$ cat src/rtl/oam_scan_engine_if.sv
// OAM read bus between the scan engine and the memory it walks.
// The engine holds the address and request; the memory answers with
// data plus a valid strobe that marks the accepting cycle.
interface oam_scan_engine_if;
  logic [15:0] mem_addr_out;
  logic        mem_req_out;
  logic [7:0]  mem_data_in;
  logic        mem_valid_in;

  modport master (
    output mem_addr_out,
    output mem_req_out,
    input  mem_data_in,
    input  mem_valid_in
  );

  modport slave (
    input  mem_addr_out,
    input  mem_req_out,
    output mem_data_in,
    output mem_valid_in
  );
endinterface

$ cat src/rtl/oam_scan_engine.sv
// OAM scan engine for the PPU mode-2 phase.
// Walks every OAM entry (Y byte, then X byte), keeps the sprites that cover the
// latched scanline in ascending OAM order, and exposes them via an indexed port.
//
//   state | meaning
//   ------+---------------------------------------------------------------
//   IDLE  | waiting for start_in; buffer and count hold the last scan
//   REQ_Y | requesting byte 0 (Y) of entry i, waiting for mem_valid_in
//   REQ_X | requesting byte 1 (X) of entry i, admit/overflow on accept
//   DONE  | one-cycle done_out pulse, then back to IDLE
module oam_scan_engine #(
  parameter int          NUM_SPRITES = 40,
  parameter int          BUFFER_MAX  = 10,
  parameter logic [15:0] OAM_BASE    = 16'hFE00,
  parameter int          Y_OFFSET    = 16,
  parameter int          SKIP_X0     = 0,
  localparam int IDX_W   = $clog2(NUM_SPRITES),
  localparam int CNT_W   = $clog2(BUFFER_MAX + 1),
  localparam int RD_W    = (BUFFER_MAX > 1) ? $clog2(BUFFER_MAX) : 1,
  localparam int ENTRY_W = 8 + IDX_W + 4
) (
  input  logic               clk_in,
  input  logic               rst_in,
  input  logic               start_in,
  input  logic [7:0]         ly_in,
  input  logic               tall_in,
  oam_scan_engine_if.master  mem,
  output logic               busy_out,
  output logic               done_out,
  output logic [CNT_W-1:0]   count_out,
  output logic               overflow_out,
  input  logic [RD_W-1:0]    rd_idx_in,
  output logic [ENTRY_W-1:0] rd_entry_out
);

  typedef enum logic [1:0] {IDLE, REQ_Y, REQ_X, DONE} state_t;

  state_t             state_q, state_d;
  logic [IDX_W-1:0]   idx_q, idx_d;
  logic [7:0]         ly_q, ly_d;
  logic               tall_q, tall_d;
  logic               hit_q, hit_d;
  logic [3:0]         row_q, row_d;
  logic [CNT_W-1:0]   cnt_q, cnt_d;
  logic               ovf_q, ovf_d;
  logic               req_q, req_d;
  logic               busy_q, busy_d;
  logic               done_q, done_d;
  logic [15:0]        addr_q, addr_d;
  logic [ENTRY_W-1:0] buf_q [BUFFER_MAX];
  logic [ENTRY_W-1:0] buf_d [BUFFER_MAX];

  // Hit test runs in 9 bits so Y near 0xFF plus the sprite height never wraps.
  logic [8:0] line9, y9, top9;
  logic       hit_w;
  logic [3:0] row_w;
  logic       skip_x;

  assign line9  = {1'b0, ly_q} + 9'(Y_OFFSET);
  assign y9     = {1'b0, mem.mem_data_in};
  assign top9   = y9 + (tall_q ? 9'd16 : 9'd8);
  assign hit_w  = (y9 <= line9) && (line9 < top9);
  assign row_w  = line9[3:0] - y9[3:0];
  assign skip_x = (SKIP_X0 != 0) && (mem.mem_data_in == 8'd0);

  // Next-state and registered-output computation for the scan sequencer.
  always_comb begin
    state_d = state_q;
    idx_d   = idx_q;
    ly_d    = ly_q;
    tall_d  = tall_q;
    hit_d   = hit_q;
    row_d   = row_q;
    cnt_d   = cnt_q;
    ovf_d   = ovf_q;
    buf_d   = buf_q;

    case (state_q)
      IDLE: begin
        if (start_in) begin
          state_d = REQ_Y;
          idx_d   = '0;
          ly_d    = ly_in;
          tall_d  = tall_in;
          cnt_d   = '0;
          ovf_d   = 1'b0;
        end
      end
      REQ_Y: begin
        if (mem.mem_valid_in) begin
          hit_d   = hit_w;
          row_d   = row_w;
          state_d = REQ_X;
        end
      end
      REQ_X: begin
        if (mem.mem_valid_in) begin
          if (hit_q && !skip_x) begin
            if (cnt_q < CNT_W'(BUFFER_MAX)) begin
              buf_d[cnt_q] = {mem.mem_data_in, idx_q, row_q};
              cnt_d        = cnt_q + CNT_W'(1);
            end else begin
              ovf_d = 1'b1;
            end
          end
          if (idx_q == IDX_W'(NUM_SPRITES - 1)) begin
            state_d = DONE;
          end else begin
            idx_d   = idx_q + IDX_W'(1);
            state_d = REQ_Y;
          end
        end
      end
      DONE: begin
        state_d = IDLE;
      end
      default: begin
        state_d = IDLE;
      end
    endcase

    req_d  = (state_d == REQ_Y) || (state_d == REQ_X);
    busy_d = req_d;
    done_d = (state_d == DONE);
    addr_d = req_d ? (OAM_BASE + 16'({idx_d, 2'b00}) + {15'd0, state_d == REQ_X}) : 16'd0;
  end

  // State, scan context, buffer and output registers.
  always_ff @(posedge clk_in or negedge rst_in) begin
    if (!rst_in) begin
      state_q <= IDLE;
      idx_q   <= '0;
      ly_q    <= '0;
      tall_q  <= 1'b0;
      hit_q   <= 1'b0;
      row_q   <= '0;
      cnt_q   <= '0;
      ovf_q   <= 1'b0;
      req_q   <= 1'b0;
      busy_q  <= 1'b0;
      done_q  <= 1'b0;
      addr_q  <= '0;
      for (int k = 0; k < BUFFER_MAX; k++) buf_q[k] <= '0;
    end else begin
      state_q <= state_d;
      idx_q   <= idx_d;
      ly_q    <= ly_d;
      tall_q  <= tall_d;
      hit_q   <= hit_d;
      row_q   <= row_d;
      cnt_q   <= cnt_d;
      ovf_q   <= ovf_d;
      req_q   <= req_d;
      busy_q  <= busy_d;
      done_q  <= done_d;
      addr_q  <= addr_d;
      buf_q   <= buf_d;
    end
  end

  assign mem.mem_req_out  = req_q;
  assign mem.mem_addr_out = addr_q;
  assign busy_out         = busy_q;
  assign done_out         = done_q;
  assign count_out        = cnt_q;
  assign overflow_out     = ovf_q;
  // Slots at or beyond the current count read as zero, so a fresh scan hides stale entries.
  assign rd_entry_out     = (CNT_W'(rd_idx_in) < cnt_q) ? buf_q[rd_idx_in] : '0;

endmodule

$ cat src/flat_wrapper.sv
// flat-port wrapper written by rule: the top's interface ports become plain ports
module oam_scan_engine_flat 
#(
  parameter int          NUM_SPRITES = 40,
  parameter int          BUFFER_MAX  = 10,
  parameter logic [15:0] OAM_BASE    = 16'hFE00,
  parameter int          Y_OFFSET    = 16,
  parameter int          SKIP_X0     = 0,
  localparam int IDX_W   = $clog2(NUM_SPRITES),
  localparam int CNT_W   = $clog2(BUFFER_MAX + 1),
  localparam int RD_W    = (BUFFER_MAX > 1) ? $clog2(BUFFER_MAX) : 1,
  localparam int ENTRY_W = 8 + IDX_W + 4
)
  (clk_in, rst_in, start_in, ly_in, tall_in, busy_out, done_out, count_out, overflow_out, rd_idx_in, rd_entry_out, mem_mem_addr_out, mem_mem_req_out, mem_mem_data_in, mem_mem_valid_in);
  oam_scan_engine_if mem_i ();
  input  logic clk_in;
  input  logic rst_in;
  input  logic start_in;
  input  logic [7:0] ly_in;
  input  logic tall_in;
  output logic busy_out;
  output logic done_out;
  output logic [CNT_W-1:0] count_out;
  output logic overflow_out;
  input  logic [RD_W-1:0] rd_idx_in;
  output logic [ENTRY_W-1:0] rd_entry_out;
  output wire logic [$bits(mem_i.mem_addr_out)-1:0] mem_mem_addr_out;
  output wire logic [$bits(mem_i.mem_req_out)-1:0] mem_mem_req_out;
  input wire logic [$bits(mem_i.mem_data_in)-1:0] mem_mem_data_in;
  input wire logic [$bits(mem_i.mem_valid_in)-1:0] mem_mem_valid_in;
  assign mem_mem_addr_out = mem_i.mem_addr_out;
  assign mem_mem_req_out = mem_i.mem_req_out;
  assign mem_i.mem_data_in = mem_mem_data_in;
  assign mem_i.mem_valid_in = mem_mem_valid_in;
  oam_scan_engine #(.NUM_SPRITES(NUM_SPRITES), .BUFFER_MAX(BUFFER_MAX), .OAM_BASE(OAM_BASE), .Y_OFFSET(Y_OFFSET), .SKIP_X0(SKIP_X0)) u_core (.clk_in(clk_in), .rst_in(rst_in), .start_in(start_in), .ly_in(ly_in), .tall_in(tall_in), .mem(mem_i), .busy_out(busy_out), .done_out(done_out), .count_out(count_out), .overflow_out(overflow_out), .rd_idx_in(rd_idx_in), .rd_entry_out(rd_entry_out));
endmodule
$ cat config.mk
export PLATFORM = sky130hd
export DESIGN_NAME = oam_scan_engine_flat
export DESIGN_NICKNAME = d
export VERILOG_FILES = /design/src/rtl/oam_scan_engine_if.sv /design/src/rtl/oam_scan_engine.sv /design/src/flat_wrapper.sv
export SDC_FILE = /design/constraint.sdc
export NUM_CORES = 1
export LEC_CHECK = 0
export BUFFER_PORTS_ARGS = -buffer_cell sky130_fd_sc_hd__buf_4
export CORE_UTILIZATION = 35
export CTS_CLUSTER_SIZE = 25
export DETAILED_ROUTE_END_ITERATION = 8
export HOLD_SLACK_MARGIN = 0.08
export SLEW_MARGIN = 20
export SYNTH_ARGS = -nofsm -noshare
export SYNTH_HDL_FRONTEND = slang
export SYNTH_SLANG_ARGS = --single-unit
$ cat constraint.sdc
create_clock -name clk_in -period 5.6 [get_ports clk_in]
set_clock_uncertainty 0.1 [all_clocks]
set_input_delay 0.84 -clock clk_in [delete_from_list [all_inputs] [get_ports clk_in]]
set_output_delay 0.84 -clock clk_in [all_outputs]
set_load 0.01 [all_outputs]
==> out/metrics.cfg <==
[outcome]
status = finished clean

[worst_hold_path]
hold_path.class = primary input to asynchronous set/reset pin

[floorplanning]
die_x_um = 178
ios = 67
die_area_um2 = 31600
std_cell_rows = 63
core_um2 = 30000
initial_utilization_pct = 36.0
fp.dieH_um = 178

[critical_path]
crit_family = buffers and inverters
cp_slowest_stage_delay_ns = 0.55
cpMostUsedCell = buf_4
path_cells = buf_4 -> buf_4 -> buf_4 -> mux4_2 -> mux2i_1 -> o22ai_1 -> buf_4
crit_buf_inv = 4
path_max_fanout = 23
slowest_stage = mux4_2
cp-end-kind = primary output
rrSetupSlack_ns = 2.81
crit_path_start_kind = primary input
cp.arrival_ns = 3.04
required_ns = 4.66
criticalPathCategory = primary input to primary output

[synthesis]
postSynth.asyncResetShare_pct = 100
synth-edff-count = 0
synth_warnings = 0
syn_area_um2 = 10800
syn_area_per_cell_um2 = 14.1
synth-seq-cells = 216
seq_area_frac_synth_pct = 50.0
synth_top_area_share_pct = 50.0
synthTopCellsByArea = dfrtp_1, mux2_2, mux2_4
synth_top_flop_cell = dfrtp_1
syn_inst = 769
synthDistinctLibCells = 54
yosysTopAreaCell = dfrtp_1

[routing]
viasPerCell = 5.14
drc = 0
wl_per_cell_um = 19.9
wl_um = 24100
firstDrtPassIters = 4
drt_iter0_markers = 242
ant_nets = 0
num_vias = 6220

[finish]
layout_common_cells = dfrtp_1, mux2_2, buf_4, mux2_4, nand2_1
nets = 861
final_layout_size_suffix_gt1_share_pct = 43.2
areaGrowthSynthToFinish_pct = 14.1
fin_area_um2 = 12300
final_common_cell = dfrtp_1

[clock_network]
cts_tree = built
clk_pin_slew_ns = 0.06
clock-sinks = 216
clk_latency_ns = 0.52
cts_resized = 0
htreeDepth = 1
cts.path.max_buffers = 3
hold_buffers = 0
cts-root-buf = clkbuf_16
numCtsBuffers = 24
cts_setup_buffers = 0

[global_routing]
track_usage_pct = 16.0
grt_max_degree = 129
grt_antenna_before_repair = 1
grt_pass1_wl_um = 38600
grt.overflow.total = 0
first_global_vias = 6557

[timing]
fmax_mhz = 251
setup_viol = 0
hold_viol_final = 0
grt_setup_unrepaired = no
tns_ns = 0
finalCritPeriodShare_pct = 71.1
worst_pin_slew_ns = 0.980
period_needed_ns = 3.98
slew_headroom_pct = 34.7
slew_viol_final = 0

[power]
p_per_area_nw_per_um2 = 358
switching_power_mw = 1.26
swShare_pct = 28.6
internal_power_mw = 3.15
clock_power_share_pct = 37.9
ir_drop_v = 0.000272
p_leak_nw = 6.23
seq_power_share_pct = 43.0
pwr-share-comb_pct = 19.0

[job]
cap_violations = 0

[placement]
io_buffers = 64
place_congestion = 0.770
dp_hpwl_um = 15300
place_area_um2 = 11500

[power by group through the flow]
stage | logic (mW) | clock network [mW] | registers [mW]
6_report | 0.840 | 1.67 | 1.90
3_3_place_gp | 0.832 | 0 | 1.92
5_1_grt | 0.949 | 1.79 | 1.92
2_1_floorplan | 0.667 | 0 | 1.83
4_1_cts | 0.856 | 1.72 | 1.90
3_5_place_dp | 0.849 | 0 | 1.93
[cells by family after synthesis]
| group | synth area share [%] |
|---|---|
| AOI/OAI and AO/OA | 4.29 |
| xor gates and xnor gates | 0.567 |
| adders and majority gates | 3.84 |
| buffers and inverters | 4.02 |
| DFF | 50.0 |
| muxes | 32.2 |
| other | 0.0347 |
| and+or+nand+nor | 5.07 |
[sequential cells by signal (all words and copies together), names as in the netlist, 2 cells and up]
| signal | cells |
|---|---|
| u_core.state_q | 2 |
| u_core.buf_q | 180 |
| u_core.ly_q | 8 |
| u_core.idx_q | 6 |
| u_core.mem.mem_addr_out | 8 |
| u_core.row_q | 4 |
| u_core.count_out | 4 |
[per-layer routing]
| metal | track usage (%) | vias to the layer above | wire [um] |
|---|---|---|---|
| li1 | - | 2839 | - |
| met1 | 23.3 | 3246 | 12000 |
| met2 | 24.6 | 100 | 10800 |
| met3 | 2.91 | 33 | 955 |
| met4 | 3.67 | 2 | 404 |
| met5 | 0 | - | 13 |
[final timing paths]
path / startpoint / to / depth (start not counted)
worst max-delay path: rd_idx_in[0] / rd_entry_out[17] / 7
worst min-delay path: rst_in / u_core.buf_q[12]$_DFFE_PN0P_ / 1
worst max register to register: u_core.state_q[1]$_DFF_PN0_ / u_core.buf_q[32]$_DFFE_PN0P_ / 4
worst min register to register: u_core.buf_q[77]$_DFFE_PN0P_ / u_core.buf_q[77]$_DFFE_PN0P_ / 1
max in group asynchronous: rst_in / u_core.idx_q[0]$_DFF_PN0_ / 2
min in group clk_in: u_core.buf_q[77]$_DFFE_PN0P_ / u_core.buf_q[77]$_DFFE_PN0P_ / 1
[cell type report]
cell class / instances / area (um^2)
Multi-Input combinational cell: 469 / 4990
Tap cell: 390 / 488
Inverter: 24 / 90.1
Fill cell: 2780 / 17700
Clock buffer: 28 / 626
Timing Repair Buffer: 69 / 526
Clock inverter: 14 / 209
Antenna cell: 1 / 2.50
Sequential cell: 216 / 5410
[Yosys cell counts (all sizes together), types with 2 or more instances]
| library cell | count |
|---|---|
| a211oi | 2 |
| a21o | 3 |
| a21oi | 12 |
| and2 | 4 |
| and3 | 4 |
| buf | 34 |
| clkbuf | 27 |
| dfrtp | 216 |
| fa | 2 |
| ha | 30 |
| inv | 24 |
| mux2 | 189 |
| mux2i | 32 |
| mux4 | 36 |
| nand2 | 47 |
| nand2b | 2 |
| nand3 | 4 |
| nand3b | 2 |
| nand4 | 8 |
| nand4b | 2 |
| nor2 | 13 |
| nor3 | 3 |
| nor3b | 3 |
| o211ai | 3 |
| o21a | 3 |
| o21ai | 31 |
| o21bai | 2 |
| o221a | 2 |
| o22ai | 10 |
| xnor2 | 4 |
| xor2 | 3 |
[metrics by stage]
step           instances  hold WS, ns  power, mW  setup WS (ns)  util, %
2_1_floorplan        770        0.373       2.50           2.33        -
3_3_place_gp        1168        0.382       2.75           1.55     38.3
3_5_place_dp        1168        0.390       2.77           1.56     38.3
4_1_cts             1210        0.349       4.47           1.56     41.1
5_1_grt             1210        0.381       4.66           1.41     41.1
6_report            1211        0.299       4.41           1.62     41.1
(Power assumes the default switching activity.)
